===== src/rtl/fetch_pkg.sv =====
// Shared types and constants for the RV32 fetch sequencer.
package fetch_pkg;

    typedef enum logic [2:0] {
        StBoot,
        StFetch,
        StWait,
        StHold,
        StDrain
    } fetch_state_e;

    localparam logic [31:0] NOP    = 32'h0000_0013;
    localparam int unsigned PC_INC = 4;

endpackage


===== src/rtl/fetch_redirect_mux.sv =====
// Priority select of redirect target (jump over branch); optional misalignment
// rejection when FETCH_MISALIGN_CHK_EN is defined.
module fetch_redirect_mux #(
    parameter int unsigned XLEN = 32
) (
    input  logic            i_jump,
    input  logic [XLEN-1:0] i_jump_tgt,
    input  logic            i_branch_taken,
    input  logic [XLEN-1:0] i_branch_tgt,
`ifdef FETCH_MISALIGN_CHK_EN
    output logic            o_misalign,
`endif
    output logic            o_redirect,
    output logic [XLEN-1:0] o_target
);

    logic            w_raw_req;
    logic [XLEN-1:0] w_sel;

    always_comb begin
        w_raw_req = i_jump | i_branch_taken;
        w_sel     = i_jump ? i_jump_tgt : i_branch_tgt;
`ifdef FETCH_MISALIGN_CHK_EN
        o_misalign = w_raw_req && (w_sel[1:0] != 2'b00);
        o_redirect = w_raw_req && !o_misalign;
        o_target   = w_sel;
`else
        // Without checking, low bits are simply cleared to keep the PC word aligned.
        o_redirect = w_raw_req;
        o_target   = w_sel & {{(XLEN-2){1'b1}}, 2'b00};
`endif
    end

endmodule


===== src/rtl/fetch_sequencer.sv =====
// PC and instruction fetch control for the RV32 front end. Optional
// misalignment error output enabled by FETCH_MISALIGN_CHK_EN.
module fetch_sequencer
    import fetch_pkg::*;
#(
    parameter int unsigned     XLEN     = 32,
    parameter logic [XLEN-1:0] RESET_PC = '0
) (
    input  logic            clk,
    input  logic            reset,
    input  logic            branch_taken,
    input  logic [XLEN-1:0] branch_tgt,
    input  logic            jump,
    input  logic [XLEN-1:0] jump_tgt,
    output logic            imem_req,
    output logic [XLEN-1:0] imem_addr,
    input  logic            imem_rvalid,
    input  logic [XLEN-1:0] imem_rdata,
    output logic            instr_valid,
    output logic [XLEN-1:0] instr,
    output logic [XLEN-1:0] instr_pc,
`ifdef FETCH_MISALIGN_CHK_EN
    output logic            misalign_err,
`endif
    input  logic            decode_ready
);

    fetch_state_e    r_state, w_state_nxt;
    logic [XLEN-1:0] r_pc, w_pc_nxt;
    logic            r_instr_valid, w_instr_valid_nxt;
    logic [XLEN-1:0] r_instr, w_instr_nxt;
    logic [XLEN-1:0] r_instr_pc, w_instr_pc_nxt;
    logic            w_redirect;
    logic [XLEN-1:0] w_target;

`ifdef FETCH_MISALIGN_CHK_EN
    logic w_misalign;
    logic r_misalign_err;
`endif

    fetch_redirect_mux #(
        .XLEN (XLEN)
    ) u_redirect_mux (
        .i_jump         (jump),
        .i_jump_tgt     (jump_tgt),
        .i_branch_taken (branch_taken),
        .i_branch_tgt   (branch_tgt),
`ifdef FETCH_MISALIGN_CHK_EN
        .o_misalign     (w_misalign),
`endif
        .o_redirect     (w_redirect),
        .o_target       (w_target)
    );

    always_comb begin
        w_state_nxt       = r_state;
        w_pc_nxt          = r_pc;
        w_instr_valid_nxt = r_instr_valid;
        w_instr_nxt       = r_instr;
        w_instr_pc_nxt    = r_instr_pc;

        case (r_state)
            StBoot:  w_state_nxt = StFetch;
            StFetch: w_state_nxt = StWait;
            StWait: begin
                if (imem_rvalid) begin
                    w_instr_nxt       = imem_rdata;
                    w_instr_pc_nxt    = r_pc;
                    w_instr_valid_nxt = 1'b1;
                    w_pc_nxt          = r_pc + XLEN'(PC_INC);
                    w_state_nxt       = StHold;
                end
            end
            StHold: begin
                if (decode_ready) begin
                    w_instr_valid_nxt = 1'b0;
                    w_state_nxt       = StFetch;
                end
            end
            StDrain: begin
                if (imem_rvalid) begin
                    w_state_nxt = StFetch;
                end
            end
            default: w_state_nxt = StBoot;
        endcase

        // Redirect overrides: anything in flight for the old path is dropped.
        if (w_redirect) begin
            w_pc_nxt          = w_target;
            w_instr_valid_nxt = 1'b0;
            w_instr_nxt       = r_instr;
            w_instr_pc_nxt    = r_instr_pc;
            case (r_state)
                StFetch: w_state_nxt = StDrain;
                StWait:  w_state_nxt = imem_rvalid ? StFetch : StDrain;
                StDrain: w_state_nxt = imem_rvalid ? StFetch : StDrain;
                StHold:  w_state_nxt = StFetch;
                StBoot:  w_state_nxt = StFetch;
                default: w_state_nxt = StBoot;
            endcase
        end
    end

    always_ff @(posedge clk or posedge reset) begin
        if (reset) begin
            r_state       <= StBoot;
            r_pc          <= RESET_PC;
            r_instr_valid <= 1'b0;
            r_instr       <= XLEN'(NOP);
            r_instr_pc    <= RESET_PC;
        end else begin
            r_state       <= w_state_nxt;
            r_pc          <= w_pc_nxt;
            r_instr_valid <= w_instr_valid_nxt;
            r_instr       <= w_instr_nxt;
            r_instr_pc    <= w_instr_pc_nxt;
        end
    end

`ifdef FETCH_MISALIGN_CHK_EN
    always_ff @(posedge clk or posedge reset) begin
        if (reset) begin
            r_misalign_err <= 1'b0;
        end else if (w_misalign) begin
            r_misalign_err <= 1'b1;
        end
    end

    assign misalign_err = r_misalign_err;
`endif

    assign imem_req    = (r_state == StFetch);
    assign imem_addr   = r_pc;
    assign instr_valid = r_instr_valid;
    assign instr       = r_instr;
    assign instr_pc    = r_instr_pc;

endmodule


===== config.mk =====
export PLATFORM = sky130hd
export DESIGN_NAME = fetch_sequencer
export DESIGN_NICKNAME = d
export VERILOG_FILES = /design/src/rtl/fetch_pkg.sv /design/src/rtl/fetch_redirect_mux.sv /design/src/rtl/fetch_sequencer.sv
export SDC_FILE = /design/constraint.sdc
export NUM_CORES = 1
export LEC_CHECK = 0
export ABC_AREA = 0
export BUFFER_PORTS_ARGS = -buffer_cell sky130_fd_sc_hd__buf_2
export CORE_MARGIN = 2
export CORE_UTILIZATION = 43
export CTS_BUF_LIST = sky130_fd_sc_hd__clkbuf_4 sky130_fd_sc_hd__clkbuf_8
export DETAILED_ROUTE_END_ITERATION = 8
export PLACE_DENSITY_LB_ADDON = 0.08
export SETUP_SLACK_MARGIN = 0.3
export SLEW_MARGIN = 30
export SYNTH_ARGS = -nofsm -noshare
export SYNTH_HDL_FRONTEND = slang
export SYNTH_SLANG_ARGS = --single-unit

===== constraint.sdc =====
create_clock -name clk -period 8.15 [get_ports clk]
set_clock_uncertainty 0.15 [all_clocks]
set_input_delay 0.815 -clock clk [delete_from_list [all_inputs] [get_ports clk]]
set_output_delay 0.815 -clock clk [all_outputs]
set_load 0.05 [all_outputs]

==> Word-level counts from Yosys, hierarchy flattened <==
Index checks and enable logic that the tools add are counted.
{ "word_totals": {"reg_bits": 100, "latch_bits": 0, "ramBits": 0, "romBits": 0, "out_inout_bits": 98, "elab_cells": 40, "n_memories": 0} }
{ "op_classes": {"n_addsub": 1, "multipliers": 0, "n_div": 0, "order_cmp": 0, "eq_ne": 7, "shift": 0, "n_mux": 15, "bitwise": 2, "n_reduce_logical": 10} }
{ "ops": {"columns": ["op", "count"], "rows": [
  ["32-bit two-way mux", 4],
  ["32-bit by 3-bit adder with 32-bit output, second input constant", 1],
  ["3-bit two-way mux", 5],
  ["3-bit one-hot mux with 5 select lines", 1],
  ["3-bit by 2-bit != test with 1-bit output, second input constant", 3],
  ["3-bit one-hot mux with 3 select lines", 1],
  ["3-bit AND reduction", 3],
  ["3-bit by 2-bit == test with 1-bit output, second input constant", 2],
  ["2-bit nonzero test", 2],
  ["2-bit OR reduction", 2],
  ["3-bit by 1-bit == test with 1-bit output, second input constant", 1],
  ["3-bit == test, second input constant", 1],
  ["3-bit logical NOT", 1],
  ["1-bit two-way mux", 3],
  ["3-bit nonzero test", 1],
  ["1-bit one-hot mux with 2 select lines", 1],
  ["2-bit AND reduction", 1],
  ["1-bit NOT", 1],
  ["1-bit OR", 1]
]} }

==> Logic depth before layout (Yosys ltp) <==
Gate-level depths: netlist of run 1.
{ "depth": {"depth_word": 4, "mapped_depth": 8} }

==> Hierarchy <==
From an unflattened synthesis of run 1, not the netlist that was laid out.
{ "unflattened": {"cells_unflattened": 408, "hier_area_um2": 4840.9} }
{ "modules_own_cells": {"columns": ["module", "instances", "cells_each", "area_per_inst_um2"], "rows": [
  ["fetch_sequencer", 1, 371, 4444.3],
  ["fetch_redirect_mux", 1, 37, 396.6]
]} }

==> Worst setup path before layout of run 1 <==
No wires, ideal clock.
{ "synth_path": {"path_kind": "input -> register", "from": "input port branch_taken", "to": "register r_pc[15] (netlist: imem_addr[15])", "setup_ps": 137, "t_arrival_ps": 1876, "required_ps": 7863, "setup_slack_ps": 5987, "cell_stages": 5, "path_buffers": 3, "path_cell_list": "clkbuf_1 > nor2_1 > clkbuf_1 > buf_1 > a21oi_1"} }
{ "synth_via": {"elab_chain_len": 3, "word_cells_on_any_way": 5} }
{ "synth_lines": {"columns": ["item", "line", "source"], "rows": [
  ["start, declared", "fetch_sequencer.sv:11", "input logic branch_taken,"],
  ["1-bit OR *", "fetch_redirect_mux.sv:21", "w_raw_req = i_jump | i_branch_taken;"],
  ["2-bit nonzero test (no source line)", null, null],
  ["2-bit AND reduction (no source line)", null, null],
  ["end signal, assigned", "fetch_sequencer.sv:114", "r_pc <= w_pc_nxt;"],
  ["end, declared", "fetch_sequencer.sv:29", "logic [XLEN-1:0] r_pc, w_pc_nxt;"]
]} }
Every way passes the cells marked *; elsewhere a longest branch is shown, timed or not.
A chain may end at the register's enable or synchronous reset.

==> Final worst setup path of run 1 <==
{ "layout_path": {"from": "input port imem_rvalid", "to": "register r_instr_pc[30] (netlist: instr_pc[30])"} }
{ "layout_via": {"elab_chain_len": 1} }
{ "layout_lines": {"columns": ["item", "line", "source"], "rows": [
  ["start, declared", "fetch_sequencer.sv:17", "input logic imem_rvalid,"],
  ["3-bit AND reduction (no source line)", null, null],
  ["end signal, assigned", "fetch_sequencer.sv:117", "r_instr_pc <= w_instr_pc_nxt;"],
  ["end, declared", "fetch_sequencer.sv:32", "logic [XLEN-1:0] r_instr_pc, w_instr_pc_nxt;"]
]} }
Every way passes these cells.

==> results of run 1 <==
## kinds of logic after synthesis
group | after synthesis
buffers and inverters | 35
AO/OA/AOI/OAI | 71
adder cells (fa/ha/maj) | 1
other | 1
AND/OR/NAND/NOR | 116
multiplexers | 64
flip-flops | 96
XOR/XNOR | 22
## worst max path at each step
| stage | start | end | depth (start not counted) |
|---|---|---|---|
| 3_5_place_dp | imem_rvalid | instr[5] | 4 |
| 3_3_place_gp | imem_rvalid | instr[8] | 4 |
| 5_1_grt | r_state[1] | instr_pc[22] | 3 |
| 6_report | imem_rvalid | instr_pc[30] | 4 |
| 2_1_floorplan | reset | imem_addr[10] | 1 |
| 4_1_cts | r_state[1] | instr[7] | 3 |
## where the power goes
part | switching (mW) | internal, mW
combinational | 0.571 | 0.210
clock | 0.166 | 0.122
sequential | 0.0810 | 0.601
total | 0.818 | 0.933
## through the flow
step                      hold WS [ns]  std cells
after floorplan                  0.337        409
after global routing             0.262        731
after global placement           0.313        715
after detailed placement         0.318        715
after CTS                        0.249        731
final                            0.255        731
## worst max-delay path, stage by stage
cell and delay, ns:
buf_2 0.15, and4bb_1 0.75, nand2_4 0.62, mux2_2 0.49
## cells in the final DEF (no fill, tap or decap), types with 3 or more instances in the layout
| cell | instances |
|---|---|
| nand4_1 | 12 |
| and2_1 | 5 |
| conb_1 | 4 |
| inv_1 | 6 |
| mux2i_1 | 5 |
| nand2_1 | 23 |
| nand3_2 | 3 |
| nor3_1 | 10 |
| nor2b_1 | 15 |
| a21oi_1 | 22 |
| nand3_1 | 10 |
| a22oi_1 | 7 |
| o21ai_0 | 16 |
| mux2_2 | 59 |
| o22ai_1 | 4 |
| clkinv_2 | 3 |
| a211oi_1 | 12 |
| and3_1 | 5 |
| dfstp_2 | 3 |
| clkbuf_8 | 10 |
| buf_2 | 191 |
| xor2_1 | 9 |
| nand4b_1 | 3 |
| xnor2_1 | 13 |
| nor2_1 | 14 |
| dfrtp_1 | 93 |
## layout make-up
type                            instances  area, um2  area share
Inverter                                7       28.8     0.00490
Clock buffer                           11        145      0.0247
Timing Repair Buffer                  194        982       0.167
Clock inverter                          5       32.5     0.00553
Multi-Input combinational cell        278       2110       0.359
Sequential cell                        96       2410       0.409
Tap cell                              140        175      0.0298
## layer usage
metal | vias to the layer above | global-route usage | routed length, um
met3 | 15 | 0.0428 | 741
li1 | 1809 | - | -
met1 | 1793 | 0.263 | 5250
met2 | 125 | 0.333 | 5540
met4 | 2 | 0.0659 | 138
met5 | - | 0 | 13
## sequential cells by signal, summed over array words and instances (netlist names)
| signal | cells |
|---|---|
| imem_addr | 30 |
| instr | 32 |
| instr_pc | 30 |
| instr_valid | 1 |
| r_state | 3 |
==> flow_summary.ini, run 1 <==
[critical_path]
reg2reg_from = r_state[1]
reg2reg_to = instr_pc[30]
criticalPathCategory = input port to flip-flop
required_ns = 8.26
start_kind = input port
endpoint_kind = flip-flop
cp_max_fo = 65
r2r_cells = 3
regToRegSetupSlack_ns = 5.37
cp.arrival_ns = 2.90

[drt]
routedWlPerCell_um = 16.0
finalWirelength_mm = 11.7
firstDrtPassIters = 4
drc = 0
via_count = 3744
drt_iter0_drc = 129
post_drt_via_cell_ratio = 5.12
ant_nets = 0

[finish]
fin_nets = 689
num_antenna_cells = 0
drive_above_1_share = 0.487
fill_cells = 1018
final_core_util = 0.547
area_growth_pct = 25.1
final_cell_area_um2 = 5880

[clock_network]
post_cts_resize_count = 0
path_clk_slew_ns = 0.09
cts.hold.buffers_added = 0
clock_path_buffers = 2
cts_tree = yes
cts_setup_buffers = 0
root_buffer = clkbuf_8
clock_latency_ns = 0.37
cts_sinks = 96
cts_inserted_buffers = 9
cts-htree-levels = 3

[die]
rows = 38
dieArea_um2 = 11800
die_w_um = 109
core_area_um2 = 10700
start_util = 0.437
ios = 200
die_h_um = 109

[logic_synthesis]
ys_types = 49
synth_area_um2 = 4700
yosysMostFrequentCell = dfrtp_1
synthMuxAreaShare = 0.152
yosysSeqAreaShare = 0.512
synth_common_cells = dfrtp_1, mux2_2, nand2_1
syn_inst = 406
synth_edf_count = 0
yosys.area.top_type = dfrtp_1
yosysWarnings = 0
synth-compound-area-share = 0.0932
async_reset_ff_frac = 1.00
syn-mean-instance-area_um2 = 11.6
synthTopCellsByArea = dfrtp_1, mux2_2, xnor2_1
synth_fa_ha_area_frac = 0.00266
synth-seq-cells = 96
synthSimpleGateAreaFrac = 0.154
ys.flop_type = dfrtp_1
synth_top_family_by_area = simple AND/OR/NAND/NOR gates
synth_xor_area_frac = 0.0410
synth.top_cell.area_share = 0.495

[sta]
rsz0062_at_grt = no
fmax_ghz = 0.358
period_share = 0.343
timing.final.ws_setup_ns = 5.35
timing.setup.tns_ns = 0
drv_slew = 0
relSlewSlack = 0.424
worst_pin_slew_ns = 0.864
final-hold-violation-count = 0
finalSetupViolations = 0
period_minus_slack_ns = 2.80

[power_and_ir_drop]
p_leak_nw = 2.99
p_total_mw = 1.75
ir_worst_vdd_v = 0.000171
p_per_area_nw_per_um2 = 298

[global_routing]
first_global_vias = 3570
grt_pass1_wl_mm = 18.1
gr-total-overflow = 0
grt_usage = 0.201
antenna_found_initial = 1
grt_max_degree = 71

[placement]
io_buffers = 191
place_hpwl_mm = 8.39
place_area_um2 = 5700
place_congestion = 0.741
preCtsSetupSlack_ns = 4.97

[min_path]
hp-class = input port to async pin

[job]
drv_cap = 0

[outcome]
status = complete, no violations
(Power assumes the default switching activity.)
==> run 2, diff against run 1 <==
Clock period 8.15 ns to 2.5 ns, I/O delays scaled along.
==> flow_summary.ini, run 2 (synthesis results as in run 1) <==
[critical_path]
cp_max_fo = 15
required_ns = 2.58
criticalPathCategory = flip-flop to flip-flop
endpoint_kind = flip-flop
cp.arrival_ns = 2.17
start_kind = flip-flop

[clock_network]
clock_path_buffers = 2
cts_inserted_buffers = 9
clock_latency_ns = 0.36
root_buffer = clkbuf_8
cts_tree = yes
cts_sinks = 96
path_clk_slew_ns = 0.09
cts-htree-levels = 3

[power_and_ir_drop]
ir_worst_vdd_v = 0.000522
p_per_area_nw_per_um2 = 928
p_leak_nw = 3.23

[finish]
fill_cells = 954
drive_above_1_share = 0.460
fin_nets = 737
layout_common_cells = buf_2, dfrtp_1, mux2_2
instances_no_fill = 780
area_growth_pct = 37.0
largest_reg_flops = 32
layout_commonest_cell = buf_2

[drt]
finalWirelength_mm = 12.0
via_count = 3941
drt_iter0_drc = 157
drc = 0
post_drt_via_cell_ratio = 5.05
firstDrtPassIters = 4
wl_met2_mm = 5.91
maxUsedRoutingLayer = met4
wirelength_met1_mm = 5.21
routedWlPerCell_um = 15.4
ant_nets = 0
route.met3.wl_um = 766

[global_routing]
antenna_found_initial = 1
grt_usage = 0.206
grt_max_degree = 97
gr-total-overflow = 0
grt_pass1_wl_mm = 18.8
first_global_vias = 3800

[sta]
finalSetupViolations = 0
drv_slew = 0
final-hold-violation-count = 0
period_share = 0.837
fmax_ghz = 0.478
timing.setup.tns_ns = 0
rsz0062_at_grt = no
period_minus_slack_ns = 2.09

[placement]
io_buffers = 191
place_hpwl_mm = 8.71
dp.cells = 719
place_congestion = 0.725

[die]
ios = 200
dieArea_um2 = 11800
start_util = 0.437
die_h_um = 109
die_w_um = 109
core_area_um2 = 10700
rows = 38

[job]
drv_cap = 0

[min_path]
hp-class = input port to flip-flop

[outcome]
status = complete, no violations
-- run 2: cell count changes in the layout (fill, tap and decap cells not counted), sizes merged, moves of 2 or more --
cell	previous run	this run
bufinv	0	2
buf	194	199
clkinv	5	3
dlygate4sd3	0	43
-- run 2: worst paths after layout --
path / to / from / slack [ns] / depth (start not counted)
worst max register to register: imem_addr[15] / r_state[0] / 0.41 / 6
min in group asynchronous: instr[11] / reset / 0.45 / 4
max in group asynchronous: r_state[1] / reset / 1.37 / 4
worst min-delay path: imem_addr[24] / jump_tgt[24] / 0.02 / 3
worst min register to register: instr_pc[17] / instr_pc[17] / 0.35 / 2
worst max-delay path: imem_addr[15] / r_state[0] / 0.41 / 6
-- run 2: timing repair --
| item | 4_1_cts | 5_1_grt |
|---|---|---|
| hold endpoints to repair | 134 | 0 |
| endpoints found under the setup margin | 0 | 2 |
| hold buffers | 43 | 0 |
| gates resized for setup | 0 | 1 |
| buffers inserted | 0 | 1 |
-- run 2: metal layers --
layer | up-vias | global-route usage
met5 | - | 0
met4 | 0 | 0.0641
met3 | 8 | 0.0344
met2 | 129 | 0.353
met1 | 1894 | 0.268
li1 | 1910 | -
-- run 2: report_power, final --
part           internal, mW  switching [mW]  leakage [nW]
Clock                 0.617           0.524         0.119
Combinational         0.734            1.88          1.87
Sequential             1.96           0.262          1.24
Total                  3.31            2.66          3.23
-- run 2: through the flow --
step	setup slack (ns)	instance area [um2]	utilization	hold slack, ns	power (mW)
floorplan	0.418	4710	-	0.214	4.20
global placement	0.495	5770	0.537	0.293	4.78
detailed placement	0.433	5770	0.537	0.302	4.83
CTS	0.417	6430	0.598	0.000640	6.04
global route	0.290	6430	0.599	0.00974	6.29
finish	0.408	6440	0.599	0.0205	5.97
-- run 2: layout make-up --
class | count | area, um2 | area share
flip-flops and latches | 96 | 2410 | 0.374
multi-input cells | 278 | 2110 | 0.328
repair buffers | 242 | 1480 | 0.231
well taps | 140 | 175 | 0.0272
clock buffers | 11 | 151 | 0.0235
clock inverters | 5 | 78.8 | 0.0122
inverters | 7 | 30.0 | 0.00466
diodes | 1 | 2.50 | 0.000389
-- run 2: worst max-delay path, cell delays in order (launching register included) --
cell	delay, ns
dfrtp_1	0.48
and4bb_1	0.37
buf_4	0.27
nand3_4	0.16
nor3_1	0.30
xnor2_1	0.15
a21oi_1	0.08
